**src/rtl/adder_pkg.sv**
```systemverilog
// -----------------------------------------------------------------------------
// adder_pkg
// Shared configuration for the pipelined adder/subtractor:
//   DEF_WIDTH / DEF_STAGES : default operand width and pipeline depth
//   slice_width()          : bits handled by one pipeline slice
//   cfg_ok()               : legal (WIDTH, STAGES) combination, used by the
//                            top level as an elaboration-time check
// -----------------------------------------------------------------------------
package adder_pkg;

   localparam int DEF_WIDTH  = 16;
   localparam int DEF_STAGES = 4;

   function automatic int slice_width(input int width, input int stages);
      return width / stages;
   endfunction

   function automatic bit cfg_ok(input int width, input int stages);
      return (stages >= 1) && (stages <= width) && ((width % stages) == 0);
   endfunction

endpackage

```
**src/rtl/adder_slice.sv**
```systemverilog
// -----------------------------------------------------------------------------
// adder_slice
// Purely combinational SLICE-bit adder used as one stage of the pipelined
// carry chain.
//   i_a, i_b   : slice operands (B already inverted for subtraction)
//   i_cin      : carry into the slice LSB
//   o_sum      : slice sum
//   o_cout     : carry out of the slice MSB
//   o_msb_cin  : carry into the slice MSB (for signed overflow detection)
// -----------------------------------------------------------------------------
module adder_slice #(
   parameter int SLICE = 4
) (
   input  logic [SLICE-1:0] i_a,
   input  logic [SLICE-1:0] i_b,
   input  logic             i_cin,
   output logic [SLICE-1:0] o_sum,
   output logic             o_cout,
   output logic             o_msb_cin
);

   logic [SLICE:0] w_full;

   assign w_full = {1'b0, i_a} + {1'b0, i_b} + {{SLICE{1'b0}}, i_cin};
   assign o_sum  = w_full[SLICE-1:0];
   assign o_cout = w_full[SLICE];
   // The MSB sum bit is a ^ b ^ carry_in, so the carry into it falls out by
   // XOR-ing the operands back off; this holds for SLICE = 1 as well.
   assign o_msb_cin = i_a[SLICE-1] ^ i_b[SLICE-1] ^ w_full[SLICE-1];

endmodule

```
**src/rtl/pipelined_adder_nbit.sv**
```systemverilog
// -----------------------------------------------------------------------------
// pipelined_adder_nbit
// WIDTH-bit adder/subtractor whose carry chain is cut into STAGES registered
// slices. Operands for upper slices travel skewed alongside the computation,
// finished lower sum slices ride along, and a valid bit shifts with each beat.
// The whole pipe stalls together when the result is not taken downstream.
//   clk, rst             : clock (rising edge), async active-high reset
//   in_valid / in_ready  : operand handshake (in_ready = pipe may advance)
//   bus0, bus1           : operands A and B
//   carry_in             : carry into LSB (add mode only)
//   op_sub               : 1 = A - B, 0 = A + B + carry_in
//   out_valid / out_ready: result handshake
//   sum, carry_out       : result and MSB carry (subtract: 1 = no borrow)
//   overflow, zero       : signed overflow, result == 0 (gated by out_valid)
// -----------------------------------------------------------------------------
module pipelined_adder_nbit
   import adder_pkg::*;
#(
   parameter int WIDTH  = DEF_WIDTH,
   parameter int STAGES = DEF_STAGES
) (
   input  logic             clk,
   input  logic             rst,
   input  logic             in_valid,
   output logic             in_ready,
   input  logic [WIDTH-1:0] bus0,
   input  logic [WIDTH-1:0] bus1,
   input  logic             carry_in,
   input  logic             op_sub,
   output logic             out_valid,
   input  logic             out_ready,
   output logic [WIDTH-1:0] sum,
   output logic             carry_out,
   output logic             overflow,
   output logic             zero
);

   localparam int SLICE = slice_width(WIDTH, STAGES);

   if (!cfg_ok(WIDTH, STAGES)) begin : g_cfg_check
      $error("pipelined_adder_nbit: WIDTH must be a multiple of STAGES and STAGES in 1..WIDTH");
   end

   logic             w_advance;
   logic [WIDTH-1:0] w_b_eff;
   logic             w_cin0;

   // Every stage moves together: the pipe may shift whenever the output
   // register is empty or is being emptied this cycle.
   assign w_advance = !out_valid || out_ready;
   assign in_ready  = w_advance;

   // Subtraction is A + ~B + 1; the external carry is ignored in that mode.
   assign w_b_eff = op_sub ? ~bus1 : bus1;
   assign w_cin0  = op_sub ? 1'b1 : carry_in;

   for (genvar g = 0; g < STAGES; g++) begin : g_stage
      localparam int LO   = g * SLICE;      // first bit handled by this stage
      localparam int DONE = LO + SLICE;     // bits finished after this stage

      logic [WIDTH-LO-1:0] w_a_up;          // operand bits not yet consumed
      logic [WIDTH-LO-1:0] w_b_up;
      logic                w_valid_in;
      logic                w_cin;
      logic [SLICE-1:0]    w_sum;
      logic                w_cout;
      logic [DONE-1:0]     w_sum_next;

      logic                r_valid;
      logic                r_carry;
      logic [DONE-1:0]     r_sum;

      if (g == 0) begin : g_head
         assign w_a_up     = bus0;
         assign w_b_up     = w_b_eff;
         assign w_valid_in = in_valid;
         assign w_cin      = w_cin0;
         assign w_sum_next = w_sum;
      end else begin : g_tail
         assign w_a_up     = g_stage[g-1].g_fwd.r_a;
         assign w_b_up     = g_stage[g-1].g_fwd.r_b;
         assign w_valid_in = g_stage[g-1].r_valid;
         assign w_cin      = g_stage[g-1].r_carry;
         assign w_sum_next = {w_sum, g_stage[g-1].r_sum};
      end

      // NOTE: state registers use non-blocking assignments so every stage
      // samples its predecessor's pre-edge value, giving a true shift.
      always_ff @(posedge clk or posedge rst) begin
         if (rst) begin
            r_valid <= 1'b0;
            r_carry <= 1'b0;
            r_sum   <= '0;
         end else if (w_advance) begin
            r_valid <= w_valid_in;
            r_carry <= w_cout;
            r_sum   <= w_sum_next;
         end
      end

      if (g == STAGES - 1) begin : g_last
         logic w_msb_cin;
         logic r_ovf;

         adder_slice #(.SLICE(SLICE)) u_slice (
            .i_a       (w_a_up[SLICE-1:0]),
            .i_b       (w_b_up[SLICE-1:0]),
            .i_cin     (w_cin),
            .o_sum     (w_sum),
            .o_cout    (w_cout),
            .o_msb_cin (w_msb_cin)
         );

         always_ff @(posedge clk or posedge rst) begin
            if (rst) begin
               r_ovf <= 1'b0;
            end else if (w_advance) begin
               r_ovf <= w_msb_cin ^ w_cout;
            end
         end
      end else begin : g_fwd
         logic                  w_msb_cin_unused;
         logic [WIDTH-DONE-1:0] r_a;
         logic [WIDTH-DONE-1:0] r_b;

         adder_slice #(.SLICE(SLICE)) u_slice (
            .i_a       (w_a_up[SLICE-1:0]),
            .i_b       (w_b_up[SLICE-1:0]),
            .i_cin     (w_cin),
            .o_sum     (w_sum),
            .o_cout    (w_cout),
            .o_msb_cin (w_msb_cin_unused)
         );

         // Skew registers: upper operand slices wait here for their carry.
         always_ff @(posedge clk or posedge rst) begin
            if (rst) begin
               r_a <= '0;
               r_b <= '0;
            end else if (w_advance) begin
               r_a <= w_a_up[WIDTH-LO-1:SLICE];
               r_b <= w_b_up[WIDTH-LO-1:SLICE];
            end
         end
      end
   end

   assign out_valid = g_stage[STAGES-1].r_valid;
   assign sum       = g_stage[STAGES-1].r_sum;
   assign carry_out = g_stage[STAGES-1].r_carry;
   assign overflow  = g_stage[STAGES-1].g_last.r_ovf;
   assign zero      = out_valid && (sum == '0);

endmodule

```
**config.mk**
```make
export PLATFORM = sky130hd
export DESIGN_NAME = pipelined_adder_nbit
export DESIGN_NICKNAME = d
export VERILOG_FILES = /design/src/rtl/adder_pkg.sv /design/src/rtl/adder_slice.sv /design/src/rtl/pipelined_adder_nbit.sv
export SDC_FILE = /design/constraint.sdc
export NUM_CORES = 1
export LEC_CHECK = 0
export BUFFER_PORTS_ARGS = -buffer_cell sky130_fd_sc_hd__buf_2
export CORE_MARGIN = 4
export CORE_UTILIZATION = 61
export CTS_CLUSTER_DIAMETER = 60
export DETAILED_ROUTE_END_ITERATION = 16
export GPL_TIMING_DRIVEN = 0
export PLACE_DENSITY = 0.84
export SLEW_MARGIN = 20
export SYNTH_ARGS = -nofsm -noshare
export SYNTH_HDL_FRONTEND = slang
export SYNTH_SLANG_ARGS = --single-unit
export TNS_END_PERCENT = 50
```
**constraint.sdc**
```tcl
create_clock -name clk -period 5.55 [get_ports clk]
set_input_delay 0.8325 -clock clk [delete_from_list [all_inputs] [get_ports clk]]
set_output_delay 0.8325 -clock clk [all_outputs]
set_load 0.02 [all_outputs]
```
==> tab_implementation.tex, run 1 <==
\begin{tabular}{lr}
\hline
Metric & Value \\
\hline
\multicolumn{2}{l}{\textbf{Timing}} \\
Worst Slack Setup Final & 3.00 ns \\
Number of setup violations in the final report & 0 \\
Slew at the pin closest to its max-slew limit & 0.362 ns \\
Final min period & 2.55 ns \\
Final clock period utilization by the worst path & 0.459 \\
RSZ-0062 raised after global routing & false \\
Final Hold Fails & 0 \\
Post-route clock skew & 0.00888 ns \\
Max-slew violation count & 0 \\
Final sum of negative setup slack & 0 ns \\
Achievable clock frequency & 0.392 GHz \\
Max-slew headroom at the worst pin & 0.758 \\
\multicolumn{2}{l}{\textbf{Clock tree}} \\
Number of setup buffers added after CTS & 0 \\
Buffer levels on the longest clock path & 2 \\
Number of clock sinks & 97 \\
CTS-repair resized insts & 0 \\
Clock latency of the later-clocked register in the worst-skew pair & 0.36 ns \\
Worst-path clk slew & 0.09 ns \\
CTS Root Cell & sky130\_fd\_sc\_hd\_\_clkbuf\_8 \\
TritonCTS Buffers & 9 \\
TritonCTS clock tree & yes \\
Total number of H-tree levels & 3 \\
CTS Hold Bufs & 0 \\
\multicolumn{2}{l}{\textbf{Setup path}} \\
Delay of the slowest cell on the worst path & 0.40 ns \\
CP delay by family, top & simple AND/OR/NAND/NOR gates \\
Number of cells on the worst reg-to-reg path & 6 \\
Crit path DAT & 1.72 ns \\
Worst setup path class & reg2out \\
Total number of cells along the worst setup path & 4 \\
Standard cell with the maximum stage delay on the critical path & sky130\_fd\_sc\_hd\_\_dfrtp\_1 \\
CP endpoint kind & primary output \\
Maximum fanout along the worst path & 3 \\
CP required & 4.72 ns \\
Kind of start point of the critical path & flop \\
Count of buffer and inverter cells on the critical path & 1 \\
Chain of cells forming the critical path & nor4\_1, nand4\_1, nor4b\_2, buf\_2 \\
\multicolumn{2}{l}{\textbf{Run status}} \\
Outcome & complete, no violations \\
\multicolumn{2}{l}{\textbf{Layout}} \\
Post-synthesis to final-layout area growth & 15.4\% \\
Number of nets in the finished design & 590 \\
Fill cells & 515 \\
Post-route core utilization & 0.730 \\
Antenna diodes & 0 \\
Fraction of final layout cells sized beyond drive strength 1 & 0.190 \\
\multicolumn{2}{l}{\textbf{Drt}} \\
Vias post-DR & 3263 \\
Final routed wirelength across all metal layers & 9130 um \\
Wirelength per Cell & 14.4 um \\
Detailed-routing iteration count for the pre-antenna-repair pass & 5 \\
Post-DR vias/cell & 5.16 \\
Remaining design rule violation count & 0 \\
ANT nets after route & 0 \\
Iter 0 DRT Violations & 157 \\
\multicolumn{2}{l}{\textbf{Floorplan}} \\
Effective utilization at floorplan & 0.633 \\
Row count & 30 \\
Floorplan die height & 92.4 um \\
Overall die area & 8540 sq um \\
Core Footprint & 6870 sq um \\
Overall die width & 92.4 um \\
Count of boundary I/O pins & 59 \\
\multicolumn{2}{l}{\textbf{Pwr}} \\
Leakage component of the power & 2.65 nW \\
Maximum vdd ir drop & 0.000244 V \\
Power density over the cells & 565 nW/um\^{}2 \\
Total power & 2.84 mW \\
\multicolumn{2}{l}{\textbf{Placed design}} \\
Buffers added on ports & 57 \\
Detailed placement HPWL & 6530 um \\
Worst slack after detailed placement & 2.96 ns \\
Placer's final routability congestion estimate & 0.841 \\
\multicolumn{2}{l}{\textbf{GRT}} \\
Grt ovf & 0 \\
Number of antenna violations at the first check in global routing & 0 \\
Total Routing Usage GR & 0.229 \\
Largest net degree at the start of global routing & 59 \\
Wire length of the first global-routing pass & 15200 um \\
Number of global-route vias before repair & 3301 \\
\multicolumn{2}{l}{\textbf{Hold path}} \\
Tightest Hold Check Type & in2async \\
\multicolumn{2}{l}{\textbf{Yosys}} \\
Number of synthesized register bits & 97 \\
Post-synthesis net count & 521 \\
Syn Area/Cell & 9.39 sq um \\
Yosys warning count & 0 \\
Post-synth design cell area & 4350 sq um \\
Portion of synthesized cell area occupied by the leading cell type & 0.559 \\
Main area contributors after synthesis & sky130\_fd\_sc\_hd\_\_dfrtp\_1 (56\%), sky130\_fd\_sc\_hd\_\_nand2\_1 (19\%), sky130\_fd\_sc\_hd\_\_fa\_1 (3.7\%) \\
Cell accounting for the most synthesized area & sky130\_fd\_sc\_hd\_\_dfrtp\_1 \\
Count of distinct cell types in the synthesized netlist & 24 \\
Sequential area share after synthesis & 0.559 \\
Gate count after technology mapping & 463 \\
\multicolumn{2}{l}{\textbf{Run}} \\
Number of violations of the max-capacitance limit & 0 \\
\hline
\end{tabular}
[cells in the mapped netlist]
library cell               number
sky130_fd_sc_hd__a21o_1         5
sky130_fd_sc_hd__or2_2          1
sky130_fd_sc_hd__ha_1          12
sky130_fd_sc_hd__nor2b_4        1
sky130_fd_sc_hd__nand2b_1       1
sky130_fd_sc_hd__o21ai_0       22
sky130_fd_sc_hd__nor2b_1        3
sky130_fd_sc_hd__inv_1         12
sky130_fd_sc_hd__dfrtp_1       97
sky130_fd_sc_hd__fa_1           8
sky130_fd_sc_hd__buf_4         10
sky130_fd_sc_hd__xnor2_1       13
sky130_fd_sc_hd__nand2_1      217
sky130_fd_sc_hd__o21ai_1        5
sky130_fd_sc_hd__nand4_1        1
sky130_fd_sc_hd__nor4b_2        1
sky130_fd_sc_hd__a21oi_2        2
sky130_fd_sc_hd__nor2_1        13
sky130_fd_sc_hd__a21oi_1       12
sky130_fd_sc_hd__inv_2          1
sky130_fd_sc_hd__nor4_1         3
sky130_fd_sc_hd__buf_6          3
sky130_fd_sc_hd__buf_2         10
sky130_fd_sc_hd__xor2_1        10
[layer usage]
layer  vias to the layer above  track usage  wire, um
met5                         -            0         0
met4                         0       0.0854       159
met3                        16       0.0398       569
met1                      1573        0.294      3810
li1                       1574            -         -
met2                       100        0.390      4590
[registers in the layout (all words and copies together) (netlist names)]
register / cells
g_stage.g_fwd.r_b: 24
g_stage.r_valid: 3
g_stage.r_sum: 24
g_stage.g_fwd.r_a: 24
sum: 16
overflow: 1
carry_out: 1
out_valid: 1
g_stage.r_carry: 3
[layout make-up]
cell class / instances / area, sq um / area share
plain buffers: 23 / 159 / 0.0317
clock buffers: 10 / 128 / 0.0254
clock inverters: 5 / 105 / 0.0210
inverters: 13 / 53.8 / 0.0107
multi-input cells: 330 / 1710 / 0.341
flip-flops and latches: 97 / 2430 / 0.484
well taps: 96 / 120 / 0.0239
repair buffers: 58 / 313 / 0.0624
[cell usage in the layout, fill, tap and decap left out]
cell type,netlist,routed
sky130_fd_sc_hd__nand2_1,217,217
sky130_fd_sc_hd__dfrtp_1,97,97
sky130_fd_sc_hd__buf_2,10,67
sky130_fd_sc_hd__o21ai_0,22,22
sky130_fd_sc_hd__nor2_1,13,13
sky130_fd_sc_hd__xnor2_1,13,13
sky130_fd_sc_hd__a21oi_1,12,12
sky130_fd_sc_hd__ha_1,12,12
sky130_fd_sc_hd__inv_1,12,11
sky130_fd_sc_hd__buf_4,10,10
sky130_fd_sc_hd__xor2_1,10,10
sky130_fd_sc_hd__clkbuf_8,0,9
sky130_fd_sc_hd__fa_1,8,8
sky130_fd_sc_hd__o21ai_1,5,5
sky130_fd_sc_hd__a21o_1,5,5
sky130_fd_sc_hd__buf_6,3,3
sky130_fd_sc_hd__nor2b_1,3,3
sky130_fd_sc_hd__nor4_1,3,3
sky130_fd_sc_hd__bufinv_16,0,3
sky130_fd_sc_hd__a21oi_2,2,2
sky130_fd_sc_hd__clkinvlp_4,0,2
sky130_fd_sc_hd__nor2b_4,1,1
sky130_fd_sc_hd__inv_2,1,1
sky130_fd_sc_hd__or2_2,1,1
sky130_fd_sc_hd__nand4_1,1,1
sky130_fd_sc_hd__nor4b_2,1,1
sky130_fd_sc_hd__inv_6,0,1
sky130_fd_sc_hd__nand2b_1,1,1
sky130_fd_sc_hd__clkbuf_1,0,1
sky130_fd_sc_hd__buf_16,0,1
[where the power goes]
part           leakage [nW]  total (mW)  internal, mW  switching (mW)
clock                 0.109       0.530         0.297           0.233
combinational          1.37        1.08         0.428           0.650
sequential             1.17        1.23          1.02           0.204
[per-stage QoR]
stage | std cells | area (sq um) | hold slack, ns
2_1_floorplan | 463 | 4350 | 0.430
3_3_place_gp | 616 | 4750 | 0.447
3_5_place_dp | 617 | 4780 | 0.449
4_1_cts | 632 | 5020 | 0.459
5_1_grt | 632 | 5020 | 0.479
6_report | 632 | 5020 | 0.457
[worst paths after layout]
check / from / endpoint / slack [ns]
worst max-delay path: sum[0] / zero / 3.00
max in group asynchronous: rst / g_stage[1].g_fwd.r_a[0] / 4.51
worst min-delay path: rst / g_stage[0].r_sum[2] / 0.46
worst max register to register: g_stage[2].r_carry / overflow / 3.47
worst min register to register: g_stage[2].r_valid / g_stage[2].r_valid / 0.47
min in group clk: g_stage[2].r_valid / g_stage[2].r_valid / 0.47
[kinds of logic (layout without fill, tap and decap cells)]
group	Yosys count	in the layout	synth area share
flops	97	97	0.559
buf+inv	36	109	0.0478
xor+xnor	23	23	0.0464
fa+ha+maj	20	20	0.0714
compound gates	46	46	0.0576
simple gates	241	241	0.218
(Power assumes the default switching activity.)
==> run 2: changes to the inputs <==
--- a/config.mk
+++ b/config.mk
@@ -7,11 +7,11 @@
 export LEC_CHECK = 0
 export BUFFER_PORTS_ARGS = -buffer_cell sky130_fd_sc_hd__buf_2
 export CORE_MARGIN = 4
-export CORE_UTILIZATION = 61
+export CORE_UTILIZATION = 52
 export CTS_CLUSTER_DIAMETER = 60
 export DETAILED_ROUTE_END_ITERATION = 16
 export GPL_TIMING_DRIVEN = 0
-export PLACE_DENSITY = 0.84
+export PLACE_DENSITY = 0.76
 export SLEW_MARGIN = 20
 export SYNTH_ARGS = -nofsm -noshare
 export SYNTH_HDL_FRONTEND = slang
==> constraint.sdc (replaced) <==
create_clock -name clk -period 2.1 [get_ports clk]
set_input_delay 0.315 -clock clk [delete_from_list [all_inputs] [get_ports clk]]
set_output_delay 0.315 -clock clk [all_outputs]
set_load 0.02 [all_outputs]
==> run 2 against run 1 <==
  * Sequential power grew to 2.6 times the previous value
  * Register-to-register slack worse by 3.4 ns
  * Non-clock buffer count is 2 higher
  * Final cell count is 1.9% higher
  * Sequential share of layout area is 0.42 points lower
  * Power grew to 2.6 times the previous value
  * Global-route usage is 3.4 points lower
  * Setup slack worse by 2.9 ns
  * Critical path depth is 2 higher
  * Core utilization is 11 points lower
  * Clock skew is 0.0033 ns lower
==> tab_implementation.tex, run 2 (synthesis results as in run 1) <==
\begin{tabular}{lr}
\hline
Metric & Value \\
\hline
\multicolumn{2}{l}{\textbf{Clock tree}} \\
TritonCTS Buffers & 9 (unchanged) \\
Clock latency of the later-clocked register in the worst-skew pair & 0.35 ns (about the same) \\
Total number of H-tree levels & 3 (unchanged) \\
CTS Root Cell & sky130\_fd\_sc\_hd\_\_clkbuf\_8 \\
TritonCTS clock tree & yes \\
Buffer levels on the longest clock path & 2 (unchanged) \\
Number of clock sinks & 97 (unchanged) \\
Worst-path clk slew & 0.09 ns (about the same) \\
\multicolumn{2}{l}{\textbf{Pwr}} \\
Power density over the cells & 1450 nW/um\^{}2 (+160\%) \\
Maximum vdd ir drop & 0.000513 V (+110\%) \\
Leakage component of the power & 2.66 nW (+0.45\%) \\
Total power & 7.33 mW (+160\%) \\
\multicolumn{2}{l}{\textbf{GRT}} \\
Grt ovf & 0 (unchanged) \\
Number of global-route vias before repair & 3240 (-1.8\%) \\
Total Routing Usage GR & 0.195 (-0.0340) \\
Number of antenna violations at the first check in global routing & 0 (unchanged) \\
Wire length of the first global-routing pass & 15100 um (-0.68\%) \\
Largest net degree at the start of global routing & 32 (-46\%) \\
\multicolumn{2}{l}{\textbf{Setup path}} \\
CP required & 2.33 ns (-2.39 ns) \\
Standard cell with the maximum stage delay on the critical path & sky130\_fd\_sc\_hd\_\_fa\_1 \\
Chain of cells forming the critical path & fa\_1, fa\_1, a21o\_1, a21oi\_2, xnor2\_1, o21ai\_1 \\
Count of buffer and inverter cells on the critical path & 0 (-1) \\
Kind of start point of the critical path & flop \\
Total number of cells along the worst setup path & 6 (+2) \\
Number of cells on the worst reg-to-reg path & 6 (unchanged) \\
CP endpoint kind & flop \\
Delay of the slowest cell on the worst path & 0.47 ns (+0.07 ns) \\
Worst setup path class & reg2reg \\
Crit path DAT & 2.24 ns (+0.52 ns) \\
Maximum fanout along the worst path & 2 (-1) \\
Most frequent cell on the critical path & sky130\_fd\_sc\_hd\_\_fa\_1 \\
CP delay by family, top & adder cells \\
\multicolumn{2}{l}{\textbf{Drt}} \\
ANT nets after route & 0 (unchanged) \\
Iter 0 DRT Violations & 193 (+23\%) \\
Wirelength per Cell & 13.5 um (-6.8\%) \\
Post-DR vias/cell & 4.97 (-3.7\%) \\
Final routed wirelength across all metal layers & 8670 um (-5.0\%) \\
Detailed-routing iteration count for the pre-antenna-repair pass & 4 (-1) \\
Remaining design rule violation count & 0 (unchanged) \\
Vias post-DR & 3202 (-1.9\%) \\
\multicolumn{2}{l}{\textbf{Timing}} \\
Final min period & 2.01 ns \\
Max-slew headroom at the worst pin & 0.627 (-0.132) \\
Max-slew violation count & 0 (unchanged) \\
Final sum of negative setup slack & 0 ns (unchanged) \\
Final Hold Fails & 0 (unchanged) \\
Post-route clock skew & 0.00560 ns (-0.00328 ns) \\
Number of setup violations in the final report & 0 (unchanged) \\
Final clock period utilization by the worst path & 0.955 \\
RSZ-0062 raised after global routing & false \\
Achievable clock frequency & 0.498 GHz \\
Slew at the pin closest to its max-slew limit & 0.558 ns (+0.196 ns) \\
Worst Slack Setup Final & 0.0939 ns (-2.91 ns) \\
\multicolumn{2}{l}{\textbf{Layout}} \\
Biggest registers after layout & g\_stage.g\_fwd.r\_a (24), g\_stage.g\_fwd.r\_b (24), g\_stage.r\_sum (24) \\
Fill cells & 725 (+41\%) \\
Most frequent cells in the layout & sky130\_fd\_sc\_hd\_\_nand2\_1 (217), sky130\_fd\_sc\_hd\_\_dfrtp\_1 (97), sky130\_fd\_sc\_hd\_\_buf\_2 (66) \\
Antenna diodes & 0 (unchanged) \\
Post-route core utilization & 0.619 (-0.111) \\
Number of nets in the finished design & 592 (+0.34\%) \\
Post-synthesis to final-layout area growth & 16.4\% \\
Fraction of final layout cells sized beyond drive strength 1 & 0.193 (+0.00265) \\
Area used by multi-input combinational logic & 1720 sq um (+0.73\%) \\
Post-Layout Cell Count & 644 (+1.9\%) \\
Most frequent standard cell in the layout excluding fill and tap cells & sky130\_fd\_sc\_hd\_\_nand2\_1 \\
Area taken by flip-flops and latches & 2430 sq um (unchanged) \\
\multicolumn{2}{l}{\textbf{Placed design}} \\
Worst slack after detailed placement & 0.0316 ns (-2.93 ns) \\
Buffers added on ports & 57 (unchanged) \\
Detailed placement HPWL & 6670 um (+2.2\%) \\
Placer's final routability congestion estimate & 0.792 (-5.8\%) \\
Number of placed cells counting well taps & 628 (+1.8\%) \\
\multicolumn{2}{l}{\textbf{Floorplan}} \\
Overall die area & 9880 sq um (+16\%) \\
Effective utilization at floorplan & 0.532 (-0.101) \\
Count of boundary I/O pins & 59 (unchanged) \\
Row count & 33 (+10\%) \\
Core Footprint & 8180 sq um (+19\%) \\
Overall die width & 99.4 um (+7.6\%) \\
Floorplan die height & 99.4 um (+7.6\%) \\
\multicolumn{2}{l}{\textbf{Run}} \\
Number of violations of the max-capacitance limit & 0 (unchanged) \\
\multicolumn{2}{l}{\textbf{Hold path}} \\
Tightest Hold Check Type & in2async \\
\multicolumn{2}{l}{\textbf{Run status}} \\
Outcome & complete, no violations \\
\hline
\end{tabular}
[run 2: path summary, 6_finish.rpt]
path                                       endpoint                from  slack, ns
min                                          sum[1]                 rst      0.007
min in group clk           g_stage[0].g_fwd.r_a[11]            bus0[15]       0.15
max reg2reg                                overflow  g_stage[2].r_carry       0.09
max in group asynchronous   g_stage[0].g_fwd.r_b[5]                 rst       1.38
min reg2reg                      g_stage[2].r_valid  g_stage[2].r_valid       0.47
max                                        overflow  g_stage[2].r_carry       0.09
[run 2: worst register-to-register path, cell delays in order, from the launching register on]
cell,delay (ns)
sky130_fd_sc_hd__dfrtp_1,0.41
sky130_fd_sc_hd__fa_1,0.47
sky130_fd_sc_hd__fa_1,0.42
sky130_fd_sc_hd__a21o_1,0.21
sky130_fd_sc_hd__a21oi_2,0.17
sky130_fd_sc_hd__xnor2_1,0.14
sky130_fd_sc_hd__o21ai_1,0.07
[run 2: per-stage QoR]
stage	hold slack (ns)	cell area [sq um]
6_report	0.00685	5060
5_1_grt	0.0478	5060
4_1_cts	0.0133	5060
3_5_place_dp	0.399	4840
3_3_place_gp	0.447	4770
2_1_floorplan	0.427	4350
[run 2: routing by layer]
metal  share of wire  routed length (um)  GRT usage  vias up
met5               0                   0          0        -
met1            0.46                3980      0.266     1531
met3           0.051                 439     0.0393       14
met4           0.018                 155     0.0641        0
met2            0.47                4090      0.315       75
li1                -                   -          -     1582
[run 2: report_power, final]
part	leakage, nW	internal [mW]	switching (mW)
clock	0.102	0.672	0.608
combinational	1.39	1.15	1.66
sequential	1.17	2.70	0.543
[run 2: final cells by class]
class / count / share of cell area
Buffer: 23 / 0.0314
Tap cell: 105 / 0.0260
Sequential cell: 97 / 0.480
Clock buffer: 13 / 0.0274
Clock inverter: 3 / 0.0129
Multi-Input combinational cell: 330 / 0.341
Timing Repair Buffer: 60 / 0.0717
Inverter: 13 / 0.0104
[run 2: what timing repair did]
| action | CTS | global route |
|---|---|---|
| setup endpoints to repair | 1 | 1 |
| pin swaps | 0 | 2 |
| resized for setup | 2 | 1 |
| endpoints found under the hold margin | 0 | 0 |
| hold buffers | 0 | 0 |
| buffers inserted | 0 | 0 |
==> run 3: changes to the inputs <==
--- a/config.mk
+++ b/config.mk
@@ -11,7 +11,7 @@
 export CTS_CLUSTER_DIAMETER = 60
 export DETAILED_ROUTE_END_ITERATION = 16
 export GPL_TIMING_DRIVEN = 0
-export PLACE_DENSITY = 0.76
+export PLACE_DENSITY = 0.8
 export SLEW_MARGIN = 20
 export SYNTH_ARGS = -nofsm -noshare
 export SYNTH_HDL_FRONTEND = slang
==> run 3 against run 2 <==
  * Fmax increased by 0.46%
  * Clock power fell by 3%
  * Non-clock buffer count decreased by 1
  * Final cell count decreased by 0.16%
  * Hold slack improved by 0.032 ns
  * Count of clock-buffer cells in the layout decreased by 3
  * Design area down 0.69%
  * Routed wire length is 0.80% higher
==> tab_implementation.tex, run 3 (synthesis results as in run 1) <==
\begin{tabular}{lr}
\hline
Metric & Value \\
\hline
\multicolumn{2}{l}{\textbf{Run status}} \\
Outcome & complete, no violations \\
\multicolumn{2}{l}{\textbf{Clock tree}} \\
Buffer levels on the longest clock path & 2 (unchanged) \\
CTS Root Cell & sky130\_fd\_sc\_hd\_\_clkbuf\_8 \\
Clock latency of the later-clocked register in the worst-skew pair & 0.37 ns (+0.02 ns) \\
CTS Hold Bufs & 0 (unchanged) \\
TritonCTS clock tree & yes \\
Total number of H-tree levels & 3 (unchanged) \\
TritonCTS Buffers & 9 (unchanged) \\
Worst-path clk slew & 0.10 ns (about the same) \\
Number of clock sinks & 97 (unchanged) \\
\multicolumn{2}{l}{\textbf{Drt}} \\
Vias post-DR & 3172 (-0.94\%) \\
Final routed wirelength across all metal layers & 8740 um (+0.80\%) \\
Iter 0 DRT Violations & 101 (-48\%) \\
Remaining design rule violation count & 0 (unchanged) \\
ANT nets after route & 0 (unchanged) \\
Wirelength per Cell & 13.6 um (+0.95\%) \\
Detailed-routing iteration count for the pre-antenna-repair pass & 4 (unchanged) \\
Post-DR vias/cell & 4.93 (-0.78\%) \\
\multicolumn{2}{l}{\textbf{Layout}} \\
Fill cells & 709 (-2.2\%) \\
Post-synthesis to final-layout area growth & 15.6\% \\
Biggest registers after layout & g\_stage.g\_fwd.r\_a (24), g\_stage.g\_fwd.r\_b (24), g\_stage.r\_sum (24) \\
Antenna diodes & 0 (unchanged) \\
Number of nets in the finished design & 591 (-0.17\%) \\
Fraction of final layout cells sized beyond drive strength 1 & 0.199 (+0.00593) \\
Most frequent cells in the layout & sky130\_fd\_sc\_hd\_\_nand2\_1 (217), sky130\_fd\_sc\_hd\_\_dfrtp\_1 (97), sky130\_fd\_sc\_hd\_\_buf\_2 (66) \\
Most frequent standard cell in the layout excluding fill and tap cells & sky130\_fd\_sc\_hd\_\_nand2\_1 \\
\multicolumn{2}{l}{\textbf{Timing}} \\
Achievable clock frequency & 0.501 GHz (+0.46\%) \\
RSZ-0062 raised after global routing & false \\
Final clock period utilization by the worst path & 0.951 (-0.00433) \\
Max-slew headroom at the worst pin & 0.530 (-0.0972) \\
Final Hold Fails & 0 (unchanged) \\
Hold Slack & 0.0385 ns (+0.0316 ns) \\
Final sum of negative setup slack & 0 ns (unchanged) \\
Final min period & 2.00 ns (-0.00910 ns) \\
Max-slew violation count & 0 (unchanged) \\
Post-route clock skew & 0.0120 ns (+0.00643 ns) \\
Number of setup violations in the final report & 0 (unchanged) \\
Slew at the pin closest to its max-slew limit & 0.704 ns (+0.146 ns) \\
\multicolumn{2}{l}{\textbf{Setup path}} \\
Standard cell with the maximum stage delay on the critical path & sky130\_fd\_sc\_hd\_\_fa\_1 \\
Maximum fanout along the worst path & 2 (unchanged) \\
Most frequent cell on the critical path & sky130\_fd\_sc\_hd\_\_fa\_1 \\
Chain of cells forming the critical path & fa\_1, fa\_1, a21o\_1, a21oi\_2, xnor2\_1, o21ai\_1 \\
CP required & 2.36 ns (+0.03 ns) \\
Delay of the slowest cell on the worst path & 0.47 ns (about the same) \\
CP endpoint kind & flop \\
Kind of start point of the critical path & flop \\
Worst setup path class & reg2reg \\
Crit path DAT & 2.25 ns (about the same) \\
\multicolumn{2}{l}{\textbf{Pwr}} \\
Total power & 7.27 mW (-0.89\%) \\
Maximum vdd ir drop & 0.000535 V (+4.3\%) \\
Power density over the cells & 1450 nW/um\^{}2 (-0.20\%) \\
Leakage component of the power & 2.65 nW (-0.41\%) \\
\multicolumn{2}{l}{\textbf{Floorplan}} \\
Effective utilization at floorplan & 0.532 (unchanged) \\
Overall die width & 99.4 um (unchanged) \\
Core Footprint & 8180 sq um (unchanged) \\
Floorplan die height & 99.4 um (unchanged) \\
Overall die area & 9880 sq um (unchanged) \\
Row count & 33 (unchanged) \\
Count of boundary I/O pins & 59 (unchanged) \\
\multicolumn{2}{l}{\textbf{GRT}} \\
Number of antenna violations at the first check in global routing & 0 (unchanged) \\
Wire length of the first global-routing pass & 14900 um (-1.2\%) \\
Number of global-route vias before repair & 3149 (-2.8\%) \\
Grt ovf & 0 (unchanged) \\
Largest net degree at the start of global routing & 37 (+16\%) \\
Total Routing Usage GR & 0.193 (-0.00189) \\
\multicolumn{2}{l}{\textbf{Hold path}} \\
Tightest Hold Check Type & in2async \\
\multicolumn{2}{l}{\textbf{Placed design}} \\
Buffers added on ports & 57 (unchanged) \\
Detailed placement HPWL & 6670 um (about the same) \\
Placer's final routability congestion estimate & 0.795 (+0.28\%) \\
\multicolumn{2}{l}{\textbf{Run}} \\
Number of violations of the max-capacitance limit & 0 (unchanged) \\
\hline
\end{tabular}
[run 3: final cells by class]
class	instances	area (sq um)	area share
multi-input combinational	330	1720	0.343
sequential	97	2430	0.483
buffer	23	159	0.0316
inverter	13	52.6	0.0105
timing repair buffer	59	328	0.0652
clock inverter	6	66.3	0.0132
tap	105	131	0.0261
clock buffer	10	138	0.0274
[run 3: stage by stage]
step | cell area, sq um | utilization | setup slack (ns) | std cells
6_report | 5020 | 0.615 | 0.103 | 643
5_1_grt | 5020 | 0.615 | 0.00427 | 643
4_1_cts | 5020 | 0.614 | 0.0241 | 643
3_5_place_dp | 4810 | 0.588 | -0.0116 | 627
3_3_place_gp | 4770 | 0.583 | 0.0754 | 625
2_1_floorplan | 4350 | - | 0.173 | 463
[run 3: worst paths after layout]
kind | startpoint | endpoint | slack [ns] | cells past startpoint
setup / recovery | g_stage[2].r_carry | overflow | 0.10 | 6
hold / removal | rst | g_stage[2].r_sum[1] | 0.04 | 2
setup reg to reg | g_stage[2].r_carry | overflow | 0.10 | 6
hold reg to reg | g_stage[0].g_fwd.r_a[9] | g_stage[1].g_fwd.r_a[5] | 0.47 | 2
max in group asynchronous | rst | g_stage[0].g_fwd.r_a[4] | 1.46 | 3
min in group clk | in_valid | g_stage[0].r_valid | 0.14 | 3
[run 3: routing by layer]
metal | wire (um) | global-route usage
met3 | 463 | 0.0372
met2 | 4290 | 0.323
met4 | 120 | 0.0693
met5 | 0 | 0
met1 | 3870 | 0.252
[run 3: where the power goes]
group / internal, mW / total (mW) / switching (mW)
Clock: 0.587 / 1.24 / 0.650
Combinational: 1.14 / 2.79 / 1.65
Sequential: 2.70 / 3.24 / 0.534
Total: 4.43 / 7.27 / 2.84
[run 3: repair_timing]
item	in CTS	in global routing
resized for setup	1	2
buffers inserted	0	0
setup endpoints to repair	1	1
pin swaps	0	1
[run 3: worst max-delay path, delay by kind of cell, from the launching register on]
kind / cells / cell delay [ns]
adder cells (fa/ha/maj): 2 / 0.89
XOR/XNOR: 1 / 0.14
AO/OA/AOI/OAI: 3 / 0.45
flip-flops: 1 / 0.42
